**config.mk**
```make
export PLATFORM = sky130hd
export DESIGN_NAME = fsm_input_conditioner
export DESIGN_NICKNAME = d
export VERILOG_FILES = /design/src/rtl/vm_pkg.sv /design/src/rtl/btn_debounce.sv /design/src/rtl/fsm_input_conditioner.sv
export SDC_FILE = /design/constraint.sdc
export NUM_CORES = 1
export LEC_CHECK = 0
export BUFFER_PORTS_ARGS = -buffer_cell sky130_fd_sc_hd__buf_2
export CAP_MARGIN = 20
export CELL_PAD_IN_SITES_DETAIL_PLACEMENT = 0
export CELL_PAD_IN_SITES_GLOBAL_PLACEMENT = 2
export CORE_ASPECT_RATIO = 1.1
export CORE_MARGIN = 4
export CORE_UTILIZATION = 43
export CTS_BUF_LIST = sky130_fd_sc_hd__clkbuf_8
export CTS_CLUSTER_DIAMETER = 80
export DETAILED_ROUTE_END_ITERATION = 10
export GPL_ROUTABILITY_DRIVEN = 0
export PLACE_DENSITY = 0.92
export SETUP_SLACK_MARGIN = 0.15
export SYNTH_ARGS = -nofsm -noshare
export SYNTH_HDL_FRONTEND = slang
export SYNTH_SLANG_ARGS = --single-unit
```
**constraint.sdc**
```tcl
create_clock -name clk -period 2 [get_ports clk]
set_input_delay 0.1 -clock clk [delete_from_list [all_inputs] [get_ports clk]]
set_output_delay 0.1 -clock clk [all_outputs]
set_load 0.01 [all_outputs]
```
**src/rtl/vm_pkg.sv**
```systemverilog
// Shared constants for the vending machine input path.
// Channel indices and default debounce sizing.
package vm_pkg;

    localparam int CNT_MAX_DEF = 500000;
    localparam int CNT_W_DEF   = 20;

    localparam int NCH    = 3;
    localparam int COIN   = 0;
    localparam int COFFEE = 1;
    localparam int SPRITE = 2;

    typedef enum logic {
        ST_LOW  = 1'b0,
        ST_HIGH = 1'b1
    } deb_state_e;

    // Fixed priority: coin > coffee > sprite.
    function automatic logic [NCH-1:0] pick(input logic [NCH-1:0] req);
        logic [NCH-1:0] g;
        g = '0;
        if (req[COIN]) begin
            g[COIN] = 1'b1;
        end else if (req[COFFEE]) begin
            g[COFFEE] = 1'b1;
        end else if (req[SPRITE]) begin
            g[SPRITE] = 1'b1;
        end
        return g;
    endfunction

endpackage

```
**src/rtl/btn_debounce.sv**
```systemverilog
// One button channel: two-flop synchronizer, debounce counter,
// debounced level FSM and rising-edge detect.
module btn_debounce
    import vm_pkg::*;
#(
    parameter int CNT_MAX = CNT_MAX_DEF,
    parameter int CNT_W   = CNT_W_DEF
) (
    input  logic clk,
    input  logic rst_n,
    input  logic btn,
    output logic rise
);

    localparam logic [CNT_W-1:0] CNT_LAST = CNT_W'(CNT_MAX - 1);

    logic             sync1;
    logic             sync2;
    deb_state_e       state;
    deb_state_e       state_nxt;
    logic [CNT_W-1:0] cnt;
    logic [CNT_W-1:0] cnt_nxt;
    logic             stable;
    logic             stable_d;

    always_ff @(posedge clk or negedge rst_n) begin
        if (!rst_n) begin
            sync1    <= 1'b0;
            sync2    <= 1'b0;
            state    <= ST_LOW;
            cnt      <= '0;
            stable_d <= 1'b0;
        end else begin
            sync1    <= btn;
            sync2    <= sync1;
            state    <= state_nxt;
            cnt      <= cnt_nxt;
            stable_d <= stable;
        end
    end

    // Counter only runs while the synchronized input disagrees.
    always_comb begin
        state_nxt = state;
        cnt_nxt   = '0;
        stable    = (state == ST_HIGH);
        if (sync2 != stable) begin
            if (cnt == CNT_LAST) begin
                state_nxt = sync2 ? ST_HIGH : ST_LOW;
                cnt_nxt   = '0;
            end else begin
                cnt_nxt = cnt + 1'b1;
            end
        end
    end

    assign rise = stable & ~stable_d;

endmodule

```
**src/rtl/fsm_input_conditioner.sv**
```systemverilog
// Debounces three vending buttons and serialises their press
// events into one-cycle request pulses, coin first.
module fsm_input_conditioner
    import vm_pkg::*;
#(
    parameter int CNT_MAX = CNT_MAX_DEF,
    parameter int CNT_W   = CNT_W_DEF
) (
    input  logic clk,
    input  logic rst_n,
    input  logic i_btn_coin,
    input  logic i_btn_coffee,
    input  logic i_btn_sprite,
    output logic o_coin,
    output logic o_coffee,
    output logic o_sprite
);

    logic [NCH-1:0] btn;
    logic [NCH-1:0] rise;
    logic [NCH-1:0] pend;
    logic [NCH-1:0] pend_nxt;
    logic [NCH-1:0] req;
    logic [NCH-1:0] grant;
    logic [NCH-1:0] out_q;

    assign btn[COIN]   = i_btn_coin;
    assign btn[COFFEE] = i_btn_coffee;
    assign btn[SPRITE] = i_btn_sprite;

    for (genvar i = 0; i < NCH; i++) begin : gen_ch
        btn_debounce #(
            .CNT_MAX(CNT_MAX),
            .CNT_W  (CNT_W)
        ) u_deb (
            .clk  (clk),
            .rst_n(rst_n),
            .btn  (btn[i]),
            .rise (rise[i])
        );
    end

    // A rise on an already pending channel merges into that bit.
    always_comb begin
        req      = pend | rise;
        grant    = pick(req);
        pend_nxt = req & ~grant;
    end

    always_ff @(posedge clk or negedge rst_n) begin
        if (!rst_n) begin
            pend  <= '0;
            out_q <= '0;
        end else begin
            pend  <= pend_nxt;
            out_q <= grant;
        end
    end

    assign o_coin   = out_q[COIN];
    assign o_coffee = out_q[COFFEE];
    assign o_sprite = out_q[SPRITE];

endmodule

```
==> flow_summary.json, run 1 <==
{
  "critical_path_required_ps": 2220,
  "use_met2_pct": 23.10,
  "pwr_density_cell_nw_per_um2": 701.5,
  "grt-ovfl-total": 0,
  "leakage_nw": 1.719,
  "ios": 8,
  "cp-end-kind": "flop",
  "worstReg2RegEnd": "gen_ch[0].u_deb.stable$_DFFE_PN0P_",
  "fmax_ghz": 0.5410,
  "grt_max_degree": 46,
  "groute.layer.met1.usage_pct": 21.96,
  "cts.path.max_buffers": 2,
  "fp.dieW_um": 95.74,
  "synth-edff-count": 0,
  "syn_inst": 352,
  "synth_nets": 360,
  "critPathSlowestCell": "or4b_1",
  "yosysUniqueCellTypes": 40,
  "yosysWarnings": 0,
  "grt_pass1_vias": 2639,
  "reg2reg_depth": 4,
  "die-area_um2": 10010,
  "syn-mean-instance-area_um2": 10.34,
  "post-dp-hpwl_um": 4761,
  "antenna_left": 0,
  "max_stage_delay_ps": 520,
  "htree_levels": 3,
  "status": "complete, no violations",
  "die_h_um": 104.5,
  "path_clk_slew_ps": 80,
  "fillers": 733,
  "worstMarginPinSlew_ps": 560.5,
  "synth_area_um2": 3641,
  "rsz0062_at_grt": "yes",
  "coreArea_um2": 8083,
  "synthFlopType": "dfrtp_1",
  "hold_viol_final": 0,
  "grt-busiest-layer": "met2",
  "synth-async-reset-ratio_pct": 100.0,
  "drtIter0Drc": 85,
  "drc": 0,
  "fin_tns_setup_ps": 0,
  "cts-root-buf": "clkbuf_8",
  "start_util_pct": 45.05,
  "rows": 34,
  "num_vias": 2636,
  "fin_crit_sh_pct": 92.42,
  "grt_pass1_wl_um": 12390,
  "crit_chain": "or4b_1 -> or3_4 -> nor2_4 -> mux2_2",
  "r2r_setup_slack_ps": 150,
  "cts.sinks": 77,
  "startpoint": "gen_ch[0].u_deb.cnt[12]$_DFF_PN0_",
  "whs_ps": 296.2,
  "vias_per_cell": 5.261,
  "total_power_mw": 2.981,
  "peakVddDrop_mv": 0.4456,
  "final_area_um2": 4249,
  "crit_fanout": 2,
  "skew_ps": 9.413,
  "place_area_um2": 3904,
  "timing.rr.start": "gen_ch[0].u_deb.cnt[12]$_DFF_PN0_",
  "cts_made_buffers": 9,
  "wl_per_cell_um": 13.58,
  "antenna_found_initial": 0,
  "cts_tree": "built",
  "routed_wl_um": 6805,
  "port_buffers": 7,
  "multi_input_area_um2": 1655,
  "final-max-slew-violation-count": 0,
  "slew_headroom_pct": 62.64,
  "drt_pass1_iterations": 4,
  "worstPathArrival_ps": 2070,
  "min_path_type": "in2async",
  "drive_gt1_share_pct": 18.32,
  "postLayoutCoreUtil_pct": 52.57,
  "synth-seq-cells": 77,
  "crit_type": "reg2reg",
  "cp-endpoint": "gen_ch[0].u_deb.stable$_DFFE_PN0P_",
  "synth-seq-area-share_pct": 52.92,
  "setup_viol_count_final": 0,
  "num_antenna_cells": 0,
  "critPathLaunchType": "flop",
  "nNetsFinal": 397,
  "grtUsageTotal_pct": 15.37,
  "layout_min_cycle_time_ps": 1848,
  "insertion_delay_ps": 340,
  "regArea_um2": 1934,
  "maxCapViolCount": 0,
  "use_met3_pct": 2.822,
  "syn_to_final_growth_pct": 16.70
}
## worst max-delay path: cells and delay by family (launching register included)
kind             cells  cell delay (ps)
multiplexers         1              330
AND/OR/NAND/NOR      3             1020
flip-flops           1              370
## cell families after synthesis
group	Yosys count	share of synthesized area, %
adder cells (fa/ha/maj)	3	1.031
XOR/XNOR	48	11.55
multiplexers	6	1.753
buffers and inverters	23	2.783
flip-flops	77	52.92
AND/OR/NAND/NOR	173	26.05
AO/OA/AOI/OAI	22	3.918
## cell type report
class / instances / share of cell area (%)
Timing Repair Buffer: 34 / 5.978
Tap cell: 108 / 3.180
Multi-Input combinational cell: 252 / 38.96
Sequential cell: 77 / 45.52
Clock buffer: 10 / 3.239
Clock inverter: 5 / 1.796
Inverter: 15 / 1.325
## repair_timing
| action | CTS | global route |
|---|---|---|
| setup endpoints to repair | 2 | 32 |
| resized for setup | 2 | 14 |
| hold endpoints to repair | 46 | 0 |
| setup buffers | 2 | 3 |
| hold buffers | 4 | 0 |
| pin swaps | 0 | 2 |
## through the flow
step	worst slack, ps	instances
after global placement	144.2	477
after detailed placement	108.2	477
final	151.5	501
after floorplan	182.1	352
after global routing	61.50	501
after CTS	151.4	498
## cells in the final DEF, fill, tap and decap left out, drive strengths merged
| cell | n |
|---|---|
| xor2 | 10 |
| nand2 | 18 |
| mux2i | 3 |
| bufinv | 2 |
| nor4b | 5 |
| ha | 3 |
| a31oi | 1 |
| and2 | 1 |
| nor4bb | 1 |
| inv | 18 |
| and4 | 2 |
| nor3 | 17 |
| or3 | 8 |
| nor4 | 14 |
| dlygate4sd3 | 4 |
| nand4 | 20 |
| xnor2 | 38 |
| nor2b | 2 |
| or4b | 1 |
| o31ai | 2 |
| buf | 30 |
| nor2 | 61 |
| a31o | 2 |
| nand3 | 18 |
| o21ai | 6 |
| nor3b | 1 |
| o21bai | 1 |
| dfrtp | 77 |
| or4 | 3 |
| a21oi | 10 |
| and3 | 1 |
| mux2 | 3 |
| clkbuf | 10 |
## layer usage
metal	routed length, µm	vias to the layer above
met1	3302	1294
met2	3213	30
met3	182	12
met5	0	-
li1	-	1300
met4	107	0
## power by group
group / internal [mW] / switching (mW) / leakage, nW
combinational: 0.0461 / 0.0689 / 0.559
clock: 0.726 / 0.541 / 0.115
sequential: 1.58 / 0.0218 / 1.04
## how the worst min path moves through the flow
stage / startpoint / to / slack, ps / depth (start not counted)
6_report: rst_n / gen_ch[2].u_deb.cnt[12]$_DFF_PN0_ / 300 / 2
5_1_grt: rst_n / gen_ch[2].u_deb.cnt[12]$_DFF_PN0_ / 340 / 2
4_1_cts: rst_n / gen_ch[2].u_deb.cnt[8]$_DFF_PN0_ / 310 / 2
3_5_place_dp: rst_n / gen_ch[2].u_deb.cnt[9]$_DFF_PN0_ / 140 / 1
2_1_floorplan: rst_n / gen_ch[0].u_deb.cnt[0]$_DFF_PN0_ / -200 / 0
3_3_place_gp: rst_n / gen_ch[2].u_deb.cnt[9]$_DFF_PN0_ / 140 / 1
## state kept, by name (all words and copies together) (netlist names)
name / count
gen_ch.u_deb.cnt: 60
gen_ch.u_deb.sync2: 3
gen_ch.u_deb.stable: 3
gen_ch.u_deb.stable_d: 3
pend: 2
gen_ch.u_deb.sync1: 3
out_q: 3
## cells in the mapped netlist, types with 6 or more instances
master	count	area [µm²]
dfrtp_1	77	1927
nor2_1	61	229.0
xnor2_1	38	332.8
nand2_1	18	67.56
nand3_1	18	90.09
nor3_1	17	85.08
inv_1	15	56.30
nand4_1	15	93.84
nor4_1	13	81.33
a21oi_1	10	50.05
xor2_1	10	87.58
or3_1	6	37.54
No activity file was read; power rests on OpenSTA's default activity.
==> inputs of run 2 (changes only) <==
--- a/config.mk
+++ b/config.mk
@@ -16,6 +16,7 @@
 export CTS_CLUSTER_DIAMETER = 80
 export DETAILED_ROUTE_END_ITERATION = 10
 export GPL_ROUTABILITY_DRIVEN = 0
+export MAX_ROUTING_LAYER = met4
 export PLACE_DENSITY = 0.92
 export SETUP_SLACK_MARGIN = 0.15
 export SYNTH_ARGS = -nofsm -noshare
==> flow_summary.json, run 2 (synthesis gave the netlist of run 1 again) <==
{
  "multi_input_area_um2": 1655,
  "setup_ws_ps": 151.5,
  "fillers": 733,
  "slew_headroom_pct": 62.64,
  "crit_fanout": 2,
  "layout_commonest_cell": "dfrtp_1",
  "grt_pass1_vias": 2630,
  "preCtsSetupSlack_ps": 108.2,
  "grtUsageTotal_pct": 15.82,
  "cp-endpoint": "gen_ch[0].u_deb.stable$_DFFE_PN0P_",
  "setup_viol_count_final": 0,
  "drc": 0,
  "htree_levels": 3,
  "path_clk_slew_ps": 80,
  "ios": 8,
  "grt_pass1_wl_um": 12390,
  "wl_per_cell_um": 13.58,
  "crit_type": "reg2reg",
  "start_util_pct": 45.05,
  "post-dp-hpwl_um": 4761,
  "critPathLaunchType": "flop",
  "cts_made_buffers": 9,
  "status": "complete, no violations",
  "insertion_delay_ps": 340,
  "port_buffers": 7,
  "antenna_found_initial": 0,
  "cts_tree": "built",
  "fin_tns_setup_ps": 0,
  "drtIter0Drc": 90,
  "worstReg2RegEnd": "gen_ch[0].u_deb.stable$_DFFE_PN0P_",
  "layout_common_cells": "dfrtp_1, nor2_1, xnor2_1",
  "num_vias": 2637,
  "largest_reg_flops": 60,
  "grt-ovfl-total": 0,
  "skew_ps": 9.415,
  "cts.sinks": 77,
  "drive_gt1_share_pct": 18.32,
  "pwr_density_cell_nw_per_um2": 701.5,
  "syn_to_final_growth_pct": 16.70,
  "rows": 34,
  "worstPathArrival_ps": 2070,
  "fmax_ghz": 0.5410,
  "cts.path.max_buffers": 2,
  "rsz0062_at_grt": "yes",
  "nNetsFinal": 397,
  "maxCapViolCount": 0,
  "r2r_setup_slack_ps": 150,
  "startpoint": "gen_ch[0].u_deb.cnt[12]$_DFF_PN0_",
  "antenna_left": 0,
  "die_h_um": 104.5,
  "min_path_type": "in2async",
  "die-area_um2": 10010,
  "drt_pass1_iterations": 4,
  "fin_crit_sh_pct": 92.43,
  "leakage_nw": 1.719,
  "reg2reg_depth": 4,
  "critical_path_required_ps": 2220,
  "vias_per_cell": 5.263,
  "grt_max_degree": 46,
  "whs_ps": 296.1,
  "fp.dieW_um": 95.74,
  "top_register": "gen_ch.u_deb.cnt",
  "hold_viol_final": 0,
  "peakVddDrop_mv": 0.4456,
  "regArea_um2": 1934,
  "layout_min_cycle_time_ps": 1849,
  "worstMarginPinSlew_ps": 560.5,
  "routed_wl_um": 6806,
  "num_antenna_cells": 0,
  "coreArea_um2": 8083,
  "final-max-slew-violation-count": 0,
  "cp-end-kind": "flop",
  "timing.rr.start": "gen_ch[0].u_deb.cnt[12]$_DFF_PN0_",
  "cts-root-buf": "clkbuf_8"
}
## run 2: cell counts in the layout (fill, tap and decap cells not counted)
No cell type changed its count.
## run 2: worst min path at each step
stage                                              to  slack (ps)  cells past startpoint
global route        gen_ch[2].u_deb.cnt[12]$_DFF_PN0_         340                      2
CTS                  gen_ch[2].u_deb.cnt[8]$_DFF_PN0_         310                      2
detailed placement   gen_ch[2].u_deb.cnt[9]$_DFF_PN0_         140                      1
floorplan            gen_ch[0].u_deb.cnt[0]$_DFF_PN0_        -200                      0
global placement     gen_ch[2].u_deb.cnt[9]$_DFF_PN0_         140                      1
finish              gen_ch[2].u_deb.cnt[12]$_DFF_PN0_         300                      2
## run 2: critical path, stage by stage, from the launching register on
cell,delay (ps)
dfrtp_1,370
or4b_1,520
or3_4,380
nor2_4,120
mux2_2,330
## run 2: cell type report
class	instances	share of cell area, %
repair buffers	34	5.978
clock inverters	5	1.796
flip-flops and latches	77	45.52
clock buffers	10	3.239
multi-input cells	252	38.96
inverters	15	1.325
well taps	108	3.180
## run 2: power by group
part | total [mW] | switching [mW] | internal [mW]
Combinational | 0.115 | 0.0689 | 0.0461
Sequential | 1.60 | 0.0218 | 1.58
Clock | 1.27 | 0.541 | 0.726
## run 2: per-layer routing
metal	GRT usage, %	share of wire [%]
met2	23.10	47
met5	-	0
met1	22.01	49
met4	5.894	1.5
met3	2.750	2.6
## run 2: per-stage QoR
step	area, µm²	total power [mW]	util [%]	instances
4_1_cts	4178	3.015	51.69	498
5_1_grt	4249	3.106	52.57	501
2_1_floorplan	3641	1.672	-	352
3_3_place_gp	3904	1.733	48.30	477
6_report	4249	2.981	52.57	501
3_5_place_dp	3904	1.734	48.30	477
## run 2: what timing repair did
item	CTS	global route
gates cloned	0	0
endpoints found under the hold margin	46	0
pin swaps	0	2
gates resized for setup	2	14
setup endpoints to repair	2	32
setup buffers	2	3
hold buffers	4	0
